--- src/rtl/lut_layer_sched_if.sv ---
// Handshake and config bundle for lut_layer_sched.
//
// Valid/ready rule for in_* and out_*: a transfer happens on a rising clk
// edge where valid and ready are both 1. A valid source keeps valid and
// data stable until that edge. Ready never depends combinationally on the
// matching valid. The config port is a strobe: a write is taken on an edge
// where cfg_we and cfg_ready are both 1.
//
// Signals:
//   cfg_we / cfg_neuron / cfg_addr / cfg_data : truth-table write request
//   cfg_ready                                 : write taken this cycle
//   in_valid / in_ready / in_data             : packed per-neuron addresses
//   out_valid / out_ready / out_data          : packed per-neuron results
interface lut_layer_sched_if #(
  parameter int NUM_NEURONS = 8,
  parameter int IN_BITS     = 7,
  parameter int OUT_BITS    = 2,
  parameter int NIDX_W      = $clog2(NUM_NEURONS) + 1
);
  logic                            cfg_we;
  logic [NIDX_W-1:0]               cfg_neuron;
  logic [IN_BITS-1:0]              cfg_addr;
  logic [OUT_BITS-1:0]             cfg_data;
  logic                            cfg_ready;
  logic                            in_valid;
  logic                            in_ready;
  logic [NUM_NEURONS*IN_BITS-1:0]  in_data;
  logic                            out_valid;
  logic                            out_ready;
  logic [NUM_NEURONS*OUT_BITS-1:0] out_data;

  modport master (
    output cfg_we, cfg_neuron, cfg_addr, cfg_data, in_valid, in_data, out_ready,
    input  cfg_ready, in_ready, out_valid, out_data
  );

  modport slave (
    input  cfg_we, cfg_neuron, cfg_addr, cfg_data, in_valid, in_data, out_ready,
    output cfg_ready, in_ready, out_valid, out_data
  );
endinterface

--- src/rtl/lut_layer_sched.sv ---
// Shared truth-table evaluator for one LogicNets layer. One memory holds
// the tables of every neuron. An accepted address vector is walked one
// neuron per cycle, and the packed layer result is returned over out_*.
//
// Ports:
//   clk, rst    : rising-edge clock; asynchronous active-high reset
//   bus         : config, input and output handshakes (slave side)
//   busy        : FSM is not IDLE
//   frame_count : completed output handshakes, wraps at 16 bits
//   state_dbg   : raw FSM state (0 IDLE, 1 RUN, 2 DONE)
module lut_layer_sched #(
  parameter int NUM_NEURONS = 8,
  parameter int IN_BITS     = 7,
  parameter int OUT_BITS    = 2,
  parameter int NIDX_W      = $clog2(NUM_NEURONS) + 1
) (
  input  logic              clk,
  input  logic              rst,
  lut_layer_sched_if.slave  bus,
  output logic              busy,
  output logic [15:0]       frame_count,
  output logic [1:0]        state_dbg
);
  localparam int MEM_DEPTH = NUM_NEURONS << IN_BITS;
  localparam int MA_W      = $clog2(MEM_DEPTH);
  localparam logic [NIDX_W-1:0] N_L  = NIDX_W'(NUM_NEURONS);
  localparam logic [NIDX_W-1:0] LAST = NIDX_W'(NUM_NEURONS - 1);

  typedef enum logic [1:0] {IDLE = 2'd0, RUN = 2'd1, DONE = 2'd2} state_t;
  state_t state_q, state_d;

  logic [OUT_BITS-1:0]             mem [MEM_DEPTH];
  logic [OUT_BITS-1:0]             rdata;
  logic [NUM_NEURONS*IN_BITS-1:0]  vec_q;
  logic [NUM_NEURONS*OUT_BITS-1:0] out_q;
  logic [NIDX_W-1:0]               issue_cnt;
  logic [NIDX_W-1:0]               rd_idx;
  logic                            rd_vld;
  logic                            accept, issue_en, wr_commit, handshake;
  logic [IN_BITS-1:0]              rslice;
  logic [MA_W-1:0]                 waddr, raddr;

  // Table entry (neuron, addr) lives at neuron * 2^IN_BITS + addr.
  assign waddr  = (MA_W'(bus.cfg_neuron) << IN_BITS) | MA_W'(bus.cfg_addr);
  assign rslice = vec_q[issue_cnt*IN_BITS +: IN_BITS];
  assign raddr  = (MA_W'(issue_cnt) << IN_BITS) | MA_W'(rslice);

  assign bus.out_valid = (state_q == DONE);
  assign bus.out_data  = out_q;
  assign busy          = (state_q != IDLE);
  assign state_dbg     = state_q;

  always_ff @(posedge clk or posedge rst) begin
    if (rst) state_q <= IDLE;
    else     state_q <= state_d;
  end

  always_comb begin
    state_d       = state_q;
    bus.in_ready  = 1'b0;
    bus.cfg_ready = 1'b0;
    accept        = 1'b0;
    wr_commit     = 1'b0;
    issue_en      = 1'b0;
    handshake     = 1'b0;
    case (state_q)
      IDLE: begin
        // A config write in the same cycle wins over a new input vector.
        bus.cfg_ready = 1'b1;
        bus.in_ready  = !bus.cfg_we;
        // Writes to neurons outside the layer are acknowledged but dropped.
        wr_commit     = bus.cfg_we && (bus.cfg_neuron < N_L);
        accept        = bus.in_valid && !bus.cfg_we;
        if (accept) state_d = RUN;
      end
      RUN: begin
        issue_en = (issue_cnt < N_L);
        // The final slice is written on the same edge that enters DONE.
        if (rd_vld && rd_idx == LAST) state_d = DONE;
      end
      DONE: begin
        handshake = bus.out_ready;
        if (handshake) state_d = IDLE;
      end
      default: state_d = IDLE;
    endcase
  end

  // Table storage is deliberately outside the reset domain so tables
  // survive rst.
  always_ff @(posedge clk) begin
    if (wr_commit) mem[waddr] <= bus.cfg_data;
    if (issue_en)  rdata      <= mem[raddr];
  end

  always_ff @(posedge clk or posedge rst) begin
    if (rst) begin
      vec_q       <= '0;
      issue_cnt   <= '0;
      rd_idx      <= '0;
      rd_vld      <= 1'b0;
      out_q       <= '0;
      frame_count <= '0;
    end else begin
      if (accept) begin
        vec_q     <= bus.in_data;
        issue_cnt <= '0;
      end else if (issue_en) begin
        issue_cnt <= issue_cnt + NIDX_W'(1);
      end
      // rd_vld/rd_idx tag the read issued last cycle, so each slice is
      // written one edge after its read.
      rd_vld <= issue_en;
      rd_idx <= issue_cnt;
      if (rd_vld) out_q[rd_idx*OUT_BITS +: OUT_BITS] <= rdata;
      if (handshake) frame_count <= frame_count + 16'd1;
    end
  end
endmodule

--- src/flat_wrapper.sv ---
// flat-port wrapper written by rule: the top's interface ports become plain ports
module lut_layer_sched_flat 
#(
  parameter int NUM_NEURONS = 8,
  parameter int IN_BITS     = 7,
  parameter int OUT_BITS    = 2,
  parameter int NIDX_W      = $clog2(NUM_NEURONS) + 1
)
  (clk, rst, busy, frame_count, state_dbg, bus_cfg_we, bus_cfg_neuron, bus_cfg_addr, bus_cfg_data, bus_in_valid, bus_in_data, bus_out_ready, bus_cfg_ready, bus_in_ready, bus_out_valid, bus_out_data);
  lut_layer_sched_if #(.NUM_NEURONS(NUM_NEURONS), .IN_BITS(IN_BITS), .OUT_BITS(OUT_BITS), .NIDX_W(NIDX_W)) bus_i ();
  input  logic clk;
  input  logic rst;
  output logic busy;
  output logic [15:0] frame_count;
  output logic [1:0] state_dbg;
  input wire logic [$bits(bus_i.cfg_we)-1:0] bus_cfg_we;
  input wire logic [$bits(bus_i.cfg_neuron)-1:0] bus_cfg_neuron;
  input wire logic [$bits(bus_i.cfg_addr)-1:0] bus_cfg_addr;
  input wire logic [$bits(bus_i.cfg_data)-1:0] bus_cfg_data;
  input wire logic [$bits(bus_i.in_valid)-1:0] bus_in_valid;
  input wire logic [$bits(bus_i.in_data)-1:0] bus_in_data;
  input wire logic [$bits(bus_i.out_ready)-1:0] bus_out_ready;
  output wire logic [$bits(bus_i.cfg_ready)-1:0] bus_cfg_ready;
  output wire logic [$bits(bus_i.in_ready)-1:0] bus_in_ready;
  output wire logic [$bits(bus_i.out_valid)-1:0] bus_out_valid;
  output wire logic [$bits(bus_i.out_data)-1:0] bus_out_data;
  assign bus_i.cfg_we = bus_cfg_we;
  assign bus_i.cfg_neuron = bus_cfg_neuron;
  assign bus_i.cfg_addr = bus_cfg_addr;
  assign bus_i.cfg_data = bus_cfg_data;
  assign bus_i.in_valid = bus_in_valid;
  assign bus_i.in_data = bus_in_data;
  assign bus_i.out_ready = bus_out_ready;
  assign bus_cfg_ready = bus_i.cfg_ready;
  assign bus_in_ready = bus_i.in_ready;
  assign bus_out_valid = bus_i.out_valid;
  assign bus_out_data = bus_i.out_data;
  lut_layer_sched #(.NUM_NEURONS(NUM_NEURONS), .IN_BITS(IN_BITS), .OUT_BITS(OUT_BITS), .NIDX_W(NIDX_W)) u_core (.clk(clk), .rst(rst), .bus(bus_i), .busy(busy), .frame_count(frame_count), .state_dbg(state_dbg));
endmodule
--- config.mk ---
export PLATFORM = sky130hd
export DESIGN_NAME = lut_layer_sched_flat
export DESIGN_NICKNAME = d
export VERILOG_FILES = /design/src/rtl/lut_layer_sched_if.sv /design/src/rtl/lut_layer_sched.sv /design/src/flat_wrapper.sv
export SDC_FILE = /design/constraint.sdc
export NUM_CORES = 2
export LEC_CHECK = 0
export BUFFER_PORTS_ARGS = -buffer_cell sky130_fd_sc_hd__clkbuf_2
export CAP_MARGIN = 20
export CORE_MARGIN = 2
export CORE_UTILIZATION = 35
export DETAILED_ROUTE_END_ITERATION = 8
export GPL_ROUTABILITY_DRIVEN = 0
export PLACE_DENSITY = 0.54
export REMOVE_ABC_BUFFERS = 1
export SYNTH_ARGS = -nofsm -noshare
export SYNTH_HDL_FRONTEND = slang
export SYNTH_SLANG_ARGS = --single-unit
--- constraint.sdc ---
create_clock -name clk -period 3.15 [get_ports clk]
set_clock_uncertainty 0.05 [all_clocks]
set_input_delay 0.1575 -clock clk [delete_from_list [all_inputs] [get_ports clk]]
set_output_delay 0.1575 -clock clk [all_outputs]
set_load 0.01 [all_outputs]
==> results.toml <==
[worst_setup_path]
endpoint = "u_core.rdata[0]"
start_kind = "flip-flop"
crit_start = "u_core.issue_cnt[0]"
required_ns = 3.79
r2r.worst_path.cells = 17
crit_fanout = 15
timing.rr.end = "u_core.rdata[0]"
rrSetupSlack_ns = -0.99
endpoint_kind = "flip-flop"
timing.rr.start = "u_core.issue_cnt[0]"
critical_path_class = "flip-flop to flip-flop"
cp_data_arrival_time_ns = 4.78

[pwr]
switching_share_pct = 41.6
leakage_nw = 38.1
pwr-share-comb_pct = 56.8
total_power_mw = 135
internal_power_mw = 78.7
seqPwrFrac_pct = 24.0
ir_worst_vdd_mv = 0.753
power.density_nw_per_um2 = 1210
switchingPower_mw = 56.1
clkPwrFrac_pct = 19.2

[global_route]
grt_overflow = 0
grt_start_max_net_pins = 130
grt_pass1_wl_um = 452000
first_global_vias = 62401
use_met2_pct = 36.9
top_usage_layer = "met2"
use_met1_pct = 33.1
met3_usage_pct = 4.01
antenna_found_initial = 28
grtUsageTotal_pct = 23.7

[floorplanning]
num_io_pins = 112
num_rows = 186
start_util_pct = 35.2
die_h_um = 512
core_region_area_um2 = 257000
die_w_um = 512
die_area_um2 = 262000

[synth]
synth-main-ff-cell = "edfxtp_1"
ys_seq_area_share_pct = 70.9
yosysMostFrequentCell = "edfxtp_1"
synth_cell_types = 79
avgSynthCellArea_um2 = 12.6
synth_cells = 7173
ys_ff_latch = 2149
synth_area_leaders = "edfxtp_1 68%, nand2_1 6.0%, nor2_1 4.4%"
yosysTopAreaCellShare_pct = 68.2
yosys_warnings = 0
synth-async-reset-ratio_pct = 4.61
synth_top_area_cell = "edfxtp_1"
synthTopCellsByCount = "2050 x edfxtp_1, 1444 x nand2_1, 1070 x nor2_1"
syn-cell-area_um2 = 90300
synth_edf_count = 2050

[drt]
route.detailed.drc = 0
detail_route.wl_per_cell_um = 28.0
vias_per_cell = 5.63
antenna_left = 0
first_iter_violations = 8990
drtPass1Iterations = 6
drt_wl_total_um = 322000
route.vias.total = 64672

[timing]
setup_ws_ns = -0.986
worst_hold_slack_ns = 0.0689
hold_violations = 0
tns_ns = -1.96
setup_violations = 2
slew_headroom_pct = 34.4
slew_violations = 0
tightestPinTransition_ns = 0.983
fmaxAchievable_ghz = 0.242
rsz0062_at_grt = "true"
final.min_clock_period_ns = 4.14
post-route-period-util_pct = 131

[finish]
drive_above_1_share_pct = 20.1
fin_nets = 7987
syn_to_final_growth_pct = 23.6
layout.filler_cells = 23316

[outcome]
violations = "setup timing"
status = "finished with violations"

[cts]
worstSkewPairLatency_ns = 0.87
cts_tree = "done"
clk_path_buf_depth = 3
htreeDepth = 4
numCtsBuffers = 224
cts_root_buffer = "clkbuf_16"
cts_sinks = 2149
clkSlewWorstSetupHoldPaths_ns = 0.06

[placement]
dp_slack_ns = -1.39
hpwl_um = 191000
port_buffers = 111

[hold_path]
hold_class = "input pin to flip-flop"

[job]
max_cap_violations = 0
-- cells in the final DEF, fill, tap and decap left out, types with 13 or more instances in the layout --
master         netlist  final
nand4_1             13     13
clkinv_1             1     55
nor3_1              50     42
a22oi_2              1     13
edfxtp_1          2050   2050
nand2_1           1444   1424
mux4_2              84     86
nand2_2              2     22
a21oi_1            356    346
buf_4               50    584
dlygate4sd3_1        0    128
buf_6               31     35
a221oi_2             1     15
clkbuf_1           226     56
dfrtp_1             99     98
a311oi_2             0     16
clkbuf_2             0    109
inv_1               30     29
a221oi_1            75     58
a311oi_1            91     71
clkinv_2             0     35
buf_12               5    175
buf_16               0     27
and3_1              70     64
a31oi_1             69     62
nor2_1            1070   1056
mux2_2              74     74
nand3_4              2     20
o21ai_0             41     35
mux2i_1             94     89
clkbuf_16            0    242
bufinv_16            0     16
bufbuf_16            0     13
o22ai_1             18     17
nand3_1            543    517
o211ai_1            14     14
a211oi_1            41     34
a22oi_1             89     77
-- timing repair --
| item | 4_1_cts | 5_1_grt |
|---|---|---|
| endpoints found under the hold margin | 710 | 0 |
| resized for setup | 164 | 110 |
| buffers inserted | 49 | 59 |
| setup endpoints to repair | 2 | 2 |
| hold buffers | 128 | 0 |
| pin swaps | 29 | 59 |
| cloned | 18 | 11 |
-- flip-flops by register name (all words and copies together) (netlist names) --
signal / flops
u_core.mem: 2048
u_core.vec_q: 56
u_core.bus.out_data: 16
u_core.frame_count: 16
u_core.issue_cnt: 4
u_core.rd_idx: 4
u_core.rdata: 2
u_core.state_dbg: 2
u_core.rd_vld: 1
-- cell families (layout without fill, tap and decap cells) --
group / count (synthesis) / count (layout) / synth area share, %
other: 0 / 9 / 0
adders and majority gates: 5 / 5 / 0.0693
buffers and inverters: 613 / 1530 / 3.43
muxes: 257 / 257 / 4.19
and+or+nand+nor: 3282 / 3282 / 15.0
DFF: 2149 / 2149 / 70.9
xor gates and xnor gates: 17 / 17 / 0.165
AOI/OAI and AO/OA: 850 / 850 / 6.18
-- through the flow --
| step | cell area, um^2 | util (%) | instances |
|---|---|---|---|
| 5_1_grt | 112000 | 43.5 | 11479 |
| 4_1_cts | 110000 | 42.9 | 11406 |
| 3_5_place_dp | 100000 | 39.0 | 10806 |
| 2_1_floorplan | 87300 | - | 6591 |
| 6_report | 112000 | 43.5 | 11483 |
| 3_3_place_gp | 100000 | 39.0 | 10804 |
-- power groups by stage --
| stage | Sequential [mW] | Combinational, mW | Clock [mW] |
|---|---|---|---|
| 2_1_floorplan | 32.8 | 15.0 | 0 |
| 3_3_place_gp | 32.9 | 64.9 | 0 |
| 3_5_place_dp | 32.9 | 65.0 | 0 |
| 4_1_cts | 32.3 | 71.2 | 26.2 |
| 5_1_grt | 32.3 | 79.8 | 27.3 |
| 6_report | 32.3 | 76.6 | 25.9 |
-- worst max-delay path, stage by stage, from the launching register on --
cell,delay (ns)
dfrtp_2,0.39
buf_12,0.11
mux4_2,0.51
nand2b_4,0.19
buf_4,0.15
nand3_4,0.10
buf_12,0.18
buf_16,0.17
buf_16,0.15
nand2_1,0.05
and3_1,0.19
a311oi_2,0.36
a311oi_2,0.11
nor4_4,0.44
or3_4,0.23
a31oi_1,0.08
buf_4,0.19
nor4_2,0.23
-- metal layers --
metal / wire (um) / share of wire (%)
met1: 131000 / 41
met2: 146000 / 45
met5: 0 / 0
met4: 13600 / 4.2
met3: 31300 / 9.7
-- worst min-delay path by stage --
stage	from	to	cells past startpoint
final	bus_in_data[19]	u_core.vec_q[19]	3
after global routing	bus_in_data[19]	u_core.vec_q[19]	3
after CTS	bus_in_data[19]	u_core.vec_q[19]	3
after detailed placement	rst	u_core.vec_q[25]	2
after global placement	rst	u_core.vec_q[51]	2
after floorplan	bus_cfg_data[0]	u_core.mem[0][0]	0
-- area by class of cell --
type                            instances  area [um^2]  share of cell area (%)
Antenna cell                            9         22.5                  0.0202
Clock buffer                          291         6050                    5.42
Clock inverter                        117         1030                   0.928
Inverter                               31          119                   0.107
Multi-Input combinational cell       4411        24400                    21.9
Sequential cell                      2149        64000                    57.4
Tap cell                             3384         4230                    3.80
Timing Repair Buffer                 1091        11700                    10.5
(Power assumes the default switching activity.)
